<file path="config.mk">
export PLATFORM = sky130hd
export DESIGN_NAME = morse_key_sequencer
export DESIGN_NICKNAME = d
export VERILOG_FILES = /design/src/rtl/morse_pkg.sv /design/src/rtl/key_debounce.sv /design/src/rtl/morse_key_sequencer.sv
export SDC_FILE = /design/constraint.sdc
export NUM_CORES = 1
export LEC_CHECK = 0
export CAP_MARGIN = 5
export CORE_AREA = 2 2 74 90
export CTS_CLUSTER_DIAMETER = 80
export DETAILED_ROUTE_END_ITERATION = 12
export DIE_AREA = 0 0 76 92
export PLACE_DENSITY = 0.75
export SLEW_MARGIN = 20
export SYNTH_ARGS = -nofsm -noshare
export SYNTH_HDL_FRONTEND = slang
export SYNTH_HIERARCHICAL = 1
export SYNTH_SLANG_ARGS = --single-unit
</file>
<file path="constraint.sdc">
create_clock -name clock50 -period 1.93 [get_ports clock50]
set_clock_uncertainty 0.15 [all_clocks]
set_input_delay 0.2895 -clock clock50 [delete_from_list [all_inputs] [get_ports clock50]]
set_output_delay 0.2895 -clock clock50 [all_outputs]
set_load 0.05 [all_outputs]
</file>
<file path="src/rtl/morse_pkg.sv">
// morse_pkg
// Shared definitions for the Morse key sequencer: FSM state encoding,
// default timing constants and the symbol encoding used on sym_dash.
package morse_pkg;

    // Sequencer states: waiting for a letter, key held, key released inside a letter
    typedef enum logic [1:0] {
        ST_IDLE  = 2'd0,
        ST_PRESS = 2'd1,
        ST_GAP   = 2'd2
    } morse_state_t;

    // Default timing: 0.1 s ticks at 50 MHz, 1 ms debounce window
    localparam int DEF_TICK_DIV   = 5000000;
    localparam int DEF_DEB_CYCLES = 50000;
    localparam int DEF_DASH_TICKS = 5;
    localparam int DEF_GAP_TICKS  = 7;
    localparam int DEF_MAX_SYMS   = 5;

    // Symbol encoding carried on sym_dash
    localparam logic SYM_DOT  = 1'b0;
    localparam logic SYM_DASH = 1'b1;

endpackage

</file>
<file path="src/rtl/key_debounce.sv">
// key_debounce
// Synchronizes the raw, bouncing key_n input into the clock50 domain and
// accepts a level change only after DEB_CYCLES identical synchronized samples.
// Ports:
//   clock50      system clock
//   reset        asynchronous active-high reset (level returns to released)
//   key_n        raw key, 0 = pressed
//   level        debounced key level, 0 = pressed
//   press_edge   one-cycle pulse when the debounced level falls to pressed
//   release_edge one-cycle pulse when the debounced level rises to released
module key_debounce
    import morse_pkg::*;
#(
    parameter int DEB_CYCLES = DEF_DEB_CYCLES
) (
    input  logic clock50,
    input  logic reset,
    input  logic key_n,
    output logic level,
    output logic press_edge,
    output logic release_edge
);

    localparam int CW = $clog2(DEB_CYCLES + 1);

    logic          sync_0;
    logic          sync_1;
    logic [CW-1:0] stable_cnt;

    // Two-flop synchronizer; resets to the released level so a key held
    // across reset release is seen as a fresh press afterwards
    always_ff @(posedge clock50 or posedge reset) begin
        if (reset) begin
            sync_0 <= 1'b1;
            sync_1 <= 1'b1;
        end else begin
            sync_0 <= key_n;
            sync_1 <= sync_0;
        end
    end

    // Count consecutive samples that disagree with the accepted level; any
    // sample that agrees restarts the count, so short glitches are ignored.
    // The count reaching DEB_CYCLES-1 means this sample is the DEB_CYCLES-th.
    always_ff @(posedge clock50 or posedge reset) begin
        if (reset) begin
            level        <= 1'b1;
            stable_cnt   <= '0;
            press_edge   <= 1'b0;
            release_edge <= 1'b0;
        end else begin
            press_edge   <= 1'b0;
            release_edge <= 1'b0;
            if (sync_1 == level) begin
                stable_cnt <= '0;
            end else if (stable_cnt == CW'(DEB_CYCLES - 1)) begin
                level        <= sync_1;
                stable_cnt   <= '0;
                press_edge   <= ~sync_1;
                release_edge <= sync_1;
            end else begin
                stable_cnt <= stable_cnt + CW'(1);
            end
        end
    end

endmodule

</file>
<file path="src/rtl/morse_key_sequencer.sv">
// morse_key_sequencer
// Turns a bouncing Morse key into a stream of dot/dash symbols with a
// valid/ready handshake, plus a letter_end pulse after a long release.
// Ports:
//   clock50    system clock
//   reset      asynchronous active-high reset
//   key_n      raw key, 0 = pressed
//   sym_ready  downstream decoder accepts the presented symbol
//   sym_valid  a symbol is presented
//   sym_dash   presented symbol, 1 = dash, 0 = dot
//   letter_end one-cycle pulse, current letter complete
//   sym_count  symbols issued in the current letter (saturates at 7)
//   busy       sequencer is not idle
//   err        sticky overrun / too-many-symbols flag
module morse_key_sequencer
    import morse_pkg::*;
#(
    parameter int TICK_DIV   = DEF_TICK_DIV,
    parameter int DEB_CYCLES = DEF_DEB_CYCLES,
    parameter int DASH_TICKS = DEF_DASH_TICKS,
    parameter int GAP_TICKS  = DEF_GAP_TICKS,
    parameter int MAX_SYMS   = DEF_MAX_SYMS
) (
    input  logic       clock50,
    input  logic       reset,
    input  logic       key_n,
    input  logic       sym_ready,
    output logic       sym_valid,
    output logic       sym_dash,
    output logic       letter_end,
    output logic [2:0] sym_count,
    output logic       busy,
    output logic       err
);

    localparam int TW = $clog2(TICK_DIV + 1);
    localparam int PW = $clog2(DASH_TICKS + 1);
    localparam int GW = $clog2(GAP_TICKS + 1);

    logic          key_level;
    logic          press_edge;
    logic          release_edge;
    logic [TW-1:0] tick_cnt;
    logic          tick;
    morse_state_t  state;
    logic [PW-1:0] press_ticks;
    logic [GW-1:0] gap_ticks;
    logic          le_pending;
    logic          issue;
    logic          le_fire;

    key_debounce #(
        .DEB_CYCLES(DEB_CYCLES)
    ) u_debounce (
        .clock50     (clock50),
        .reset       (reset),
        .key_n       (key_n),
        .level       (key_level),
        .press_edge  (press_edge),
        .release_edge(release_edge)
    );

    // Free-running timebase; tick marks the wrap cycle
    always_ff @(posedge clock50 or posedge reset) begin
        if (reset) begin
            tick_cnt <= '0;
        end else if (tick) begin
            tick_cnt <= '0;
        end else begin
            tick_cnt <= tick_cnt + TW'(1);
        end
    end

    assign tick = (tick_cnt == TW'(TICK_DIV - 1));

    // A symbol leaves on the release edge of a press. A letter end waits
    // until no symbol is left unaccepted, and never fires alongside a new
    // issue so the count cleared by it cannot swallow a fresh symbol.
    always_comb begin
        issue   = 1'b0;
        le_fire = 1'b0;
        issue   = (state == ST_PRESS) && release_edge;
        le_fire = le_pending && (!sym_valid || sym_ready) && !issue;
    end

    // Sequencer FSM with its counters and all registered outputs. Key edges
    // are checked before tick so a tick coinciding with an edge is dropped.
    always_ff @(posedge clock50 or posedge reset) begin
        if (reset) begin
            state       <= ST_IDLE;
            press_ticks <= '0;
            gap_ticks   <= '0;
            le_pending  <= 1'b0;
            sym_valid   <= 1'b0;
            sym_dash    <= SYM_DOT;
            letter_end  <= 1'b0;
            sym_count   <= 3'd0;
            busy        <= 1'b0;
            err         <= 1'b0;
        end else begin
            letter_end <= 1'b0;

            if (sym_valid && sym_ready) begin
                sym_valid <= 1'b0;
            end

            if (le_fire) begin
                letter_end <= 1'b1;
                le_pending <= 1'b0;
                sym_count  <= 3'd0;
            end

            if (issue) begin
                sym_valid <= 1'b1;
                sym_dash  <= (press_ticks >= PW'(DASH_TICKS)) ? SYM_DASH : SYM_DOT;
                if (sym_valid && !sym_ready) begin
                    err <= 1'b1;
                end
                if (sym_count == 3'(MAX_SYMS)) begin
                    err <= 1'b1;
                end
                if (sym_count != 3'd7) begin
                    sym_count <= sym_count + 3'd1;
                end
            end

            case (state)
                ST_IDLE: begin
                    if (press_edge) begin
                        state       <= ST_PRESS;
                        press_ticks <= '0;
                        busy        <= 1'b1;
                    end
                end
                ST_PRESS: begin
                    if (release_edge) begin
                        state     <= ST_GAP;
                        gap_ticks <= '0;
                    end else if (tick && !key_level &&
                                 press_ticks != PW'(DASH_TICKS)) begin
                        press_ticks <= press_ticks + PW'(1);
                    end
                end
                ST_GAP: begin
                    if (press_edge) begin
                        state       <= ST_PRESS;
                        press_ticks <= '0;
                    end else if (tick) begin
                        if (gap_ticks == GW'(GAP_TICKS - 1)) begin
                            state      <= ST_IDLE;
                            gap_ticks  <= '0;
                            le_pending <= 1'b1;
                            busy       <= 1'b0;
                        end else begin
                            gap_ticks <= gap_ticks + GW'(1);
                        end
                    end
                end
                default: begin
                    state <= ST_IDLE;
                    busy  <= 1'b0;
                end
            endcase
        end
    end

endmodule

</file>
==> key figures <==
Route
  – Post-detailed-routing wire length: 5.68 mm
  – Via total after detailed routing: 2214
  – First-pass detailed-route iteration total: 4
  – Antenna-violating nets left: 0
  – DRC viols: 0
  – Routed length per instance: 14.0 µm
  – Per-cell via count in the routed design: 5.45
  – Initial drt markers: 158

Logic synthesis
  – Number of instances in the synthesized netlist: 289
  – Leading area contributor after synthesis: dfrtp_1
  – Number of library cell types mapped by synthesis: 50
  – Count of flip-flops with a built-in enable after synthesis: 0
  – Adder-Cell Fraction of Synth Area: 2.90%
  – Register bit count reported by yosys: 61
  – Yosys warnings: 6
  – Main combinational cell family by area after synthesis: simple AND/OR/NAND/NOR gates
  – Share of the synthesized area in the top cell type: 48.1%
  – Net count after synthesis: 300
  – Post-synth top flop: dfrtp_1
  – Post-synthesis share of cell area spent on xor and xnor gates: 9.57%
  – Top post-synthesis cells by count: 58 x dfrtp_1, 31 x nor2_1, 22 x xnor2_1
  – Multiplexer fraction of the synthesized cell area: 1.37%
  – Syn avg cell area: 10.4 µm²
  – Area fraction in and, or, nand and nor cells after synthesis: 25.3%
  – Most used standard cell by instance count after synthesis: dfrtp_1
  – Cell area after technology mapping: 3020 µm²
  – Compound-Gate Fraction of Synth Area: 6.55%
  – Share of async-settable or async-resettable flops after synthesis: 100%
  – Portion of the post-synthesis area used by sequential elements: 50.7%
  – Biggest area contributors in the synthesized netlist: dfrtp_1 48%, xnor2_1 6.4%, nor2_1 3.9%

Finish
  – Layout overhead on the synthesized area: 15.9%
  – Fill cells: 524
  – Number of nets in the final layout: 327
  – Inserted Diodes: 0
  – Final std cell area, no fill: 3500 µm²
  – Share of layout cells above drive strength 1: 16.5%

GRT
  – Number of global-route vias before repair: 2176
  – Number of antenna violations at the first check in global routing: 0
  – Maximum number of pins on one net before global-route repair: 41
  – Wire length of the first global-routing pass: 9.87 mm
  – Total routing usage reported by global routing: 17.8%
  – Total overflow reported by the global router: 0

Clock network
  – Total number of clock tree sinks: 61
  – Clock-pin transition on the worst setup and hold timing paths: 0.07 ns
  – Num CTS Buffers: 9
  – Maximum level of the CTS H-tree: 3
  – Insertion delay of the later-clocked pin in the worst-skew pair: 0.34 ns
  – Number of buffers inserted to repair setup after CTS: 0
  – CTS Root Buffer Type: clkbuf_8
  – CTS tree: built
  – Buffers from clock root to sink, at most: 2

Timing
  – Tightest slew margin relative to the limit: 67.5%
  – Worst Max-Slew Pin Slew: 0.486 ns
  – Final Max Slew Viols: 0
  – Worst slack on hold paths: 0.152 ns
  – Final count of negative-setup-slack endpoints: 0
  – Part of the cycle the worst path needs: 98.1%
  – Setup Total Neg Slack: 0 ns
  – Unrepaired setup endpoints after global routing: no
  – Final worst-path setup slack: 0.0376 ns
  – Clock period minus worst slack: 1.89 ns
  – Maximum operating frequency: 0.528 GHz
  – Final hold violation count: 0

Critical path
  – Required time reported for the critical path endpoint: 1.49 ns
  – Depth of the worst register-to-register path: 5
  – Crit path arrival time: 1.45 ns
  – Reg-to-Reg Start: u_debounce/stable_cnt[0]
  – Worst-path maximum fanout: 1
  – Nature of the critical path startpoint: register
  – Cell family with most CP delay: buffers and inverters
  – Type of the setup path with the least slack: reg -> out
  – Critical Path Slowest Stage Cell: clkdlybuf4s50_1
  – Cells along the critical path: clkdlybuf4s50_1
  – Largest stage delay, worst path: 0.79 ns
  – Setup slack, reg-to-reg: 0.14 ns
  – Number of buffer and inverter stages on the critical path: 1
  – Capture point of the worst reg-to-reg path: u_debounce/stable_cnt[14]
  – CP Capture Type: output port

Hold path
  – Worst Hold Class: in -> async

Power and ir drop
  – Maximum resistive drop on vdd: 0.405 mV
  – Design internal power: 0.00193 W
  – Share of total power in the clock network: 45.4%
  – Sequential group share of total power: 52.5%
  – Proportion of total power due to net switching: 21.6%
  – P per Cell Area: 705 nW/µm²
  – Switching Power: 0.000533 W
  – Gate power share: 2.1%
  – Reported leakage power: 1.56 nW

Floorplan
  – Number of primary I/O pins: 12
  – Floorplan core area: 6210 µm²
  – Die area: 6990 µm²
  – Starting utilization of the core area: 48.6%
  – Chip Width: 76 µm
  – Total number of placement rows: 32
  – Die H: 92 µm

Place
  – HPWL after DPL: 3.94 mm
  – Post-DP Area: 3300 µm²
  – Worst slack at placement: 0.113 ns
  – Routability-driven placement congestion ratio: 0.822
  – PortBufs: 11

Run
  – Maximum Capacitance Violations: 0

Status
  – Run status: finished, final reports clean
## sequential cells by signal (all words and copies together), names as in the netlist, 2 cells and up
register and flops:
sym_count 3, state 2, gap_ticks 3, tick_cnt 23, press_ticks 3, u_debounce/stable_cnt 16
## cell usage in the layout, fill, tap and decap left out, types with 6 or more instances in the layout
master / count
dfrtp_1: 57
nor2_1: 31
inv_1: 15
nand2_1: 14
buf_4: 18
ha_1: 7
nand3_1: 15
o21ai_0: 9
nor3_1: 7
nand4_1: 15
nor4_1: 6
xor2_1: 11
xnor2_1: 22
and3_1: 9
clkbuf_8: 10
## layer usage
layer,vias up,global-route usage [%],share of wire [%]
li1,1074,-,-
met1,1080,22.7,45
met2,46,28.6,50
met3,14,2.95,2.8
met4,0,10.9,2.6
met5,-,0,0
## what timing repair did
item	4_1_cts	5_1_grt
resized for setup	2	3
gates cloned	0	0
endpoints found under the setup margin	2	5
pin swaps	0	2
hold buffers	0	0
## final cells by class
class                           count  area (µm²)  area share [%]
Clock buffer                       12         145            4.15
Clock inverter                      4        48.8            1.39
Inverter                           15        56.3            1.61
Multi-Input combinational cell    203        1390            39.6
Sequential cell                    61        1530            43.8
Tap cell                           85         106            3.04
Timing Repair Buffer               26         224            6.40
## through the flow
step,util [%],cells,power (W)
final,56.4,406,0.00247
after global routing,56.4,406,0.00254
after CTS,56.2,406,0.00249
after detailed placement,53.1,390,0.00137
after global placement,53.1,390,0.00137
after floorplan,-,289,0.00135
## logic make-up after synthesis
group,Yosys count
simple gates,129
flops,61
xor+xnor,33
compound gates,30
buf+inv,25
fa+ha+maj,7
mux,4
## worst max-delay path by stage
stage / startpoint / end / depth (start not counted)
6_report: letter_end / letter_end / 1
3_3_place_gp: tick_cnt[0] / tick_cnt[22] / 5
5_1_grt: u_debounce/stable_cnt[0] / u_debounce/stable_cnt[3] / 5
4_1_cts: letter_end / letter_end / 1
2_1_floorplan: sym_count[0] / sym_count[0] / 6
3_5_place_dp: tick_cnt[0] / tick_cnt[22] / 5
## power groups by stage
stage | logic (W) | registers, W | clock network, W
after global routing | 0.0000607 | 0.00130 | 0.00118
final | 0.0000516 | 0.00130 | 0.00112
after detailed placement | 0.0000543 | 0.00132 | 0
after global placement | 0.0000527 | 0.00132 | 0
after CTS | 0.0000543 | 0.00129 | 0.00114
after floorplan | 0.0000330 | 0.00132 | 0
(Power assumes the default switching activity.)
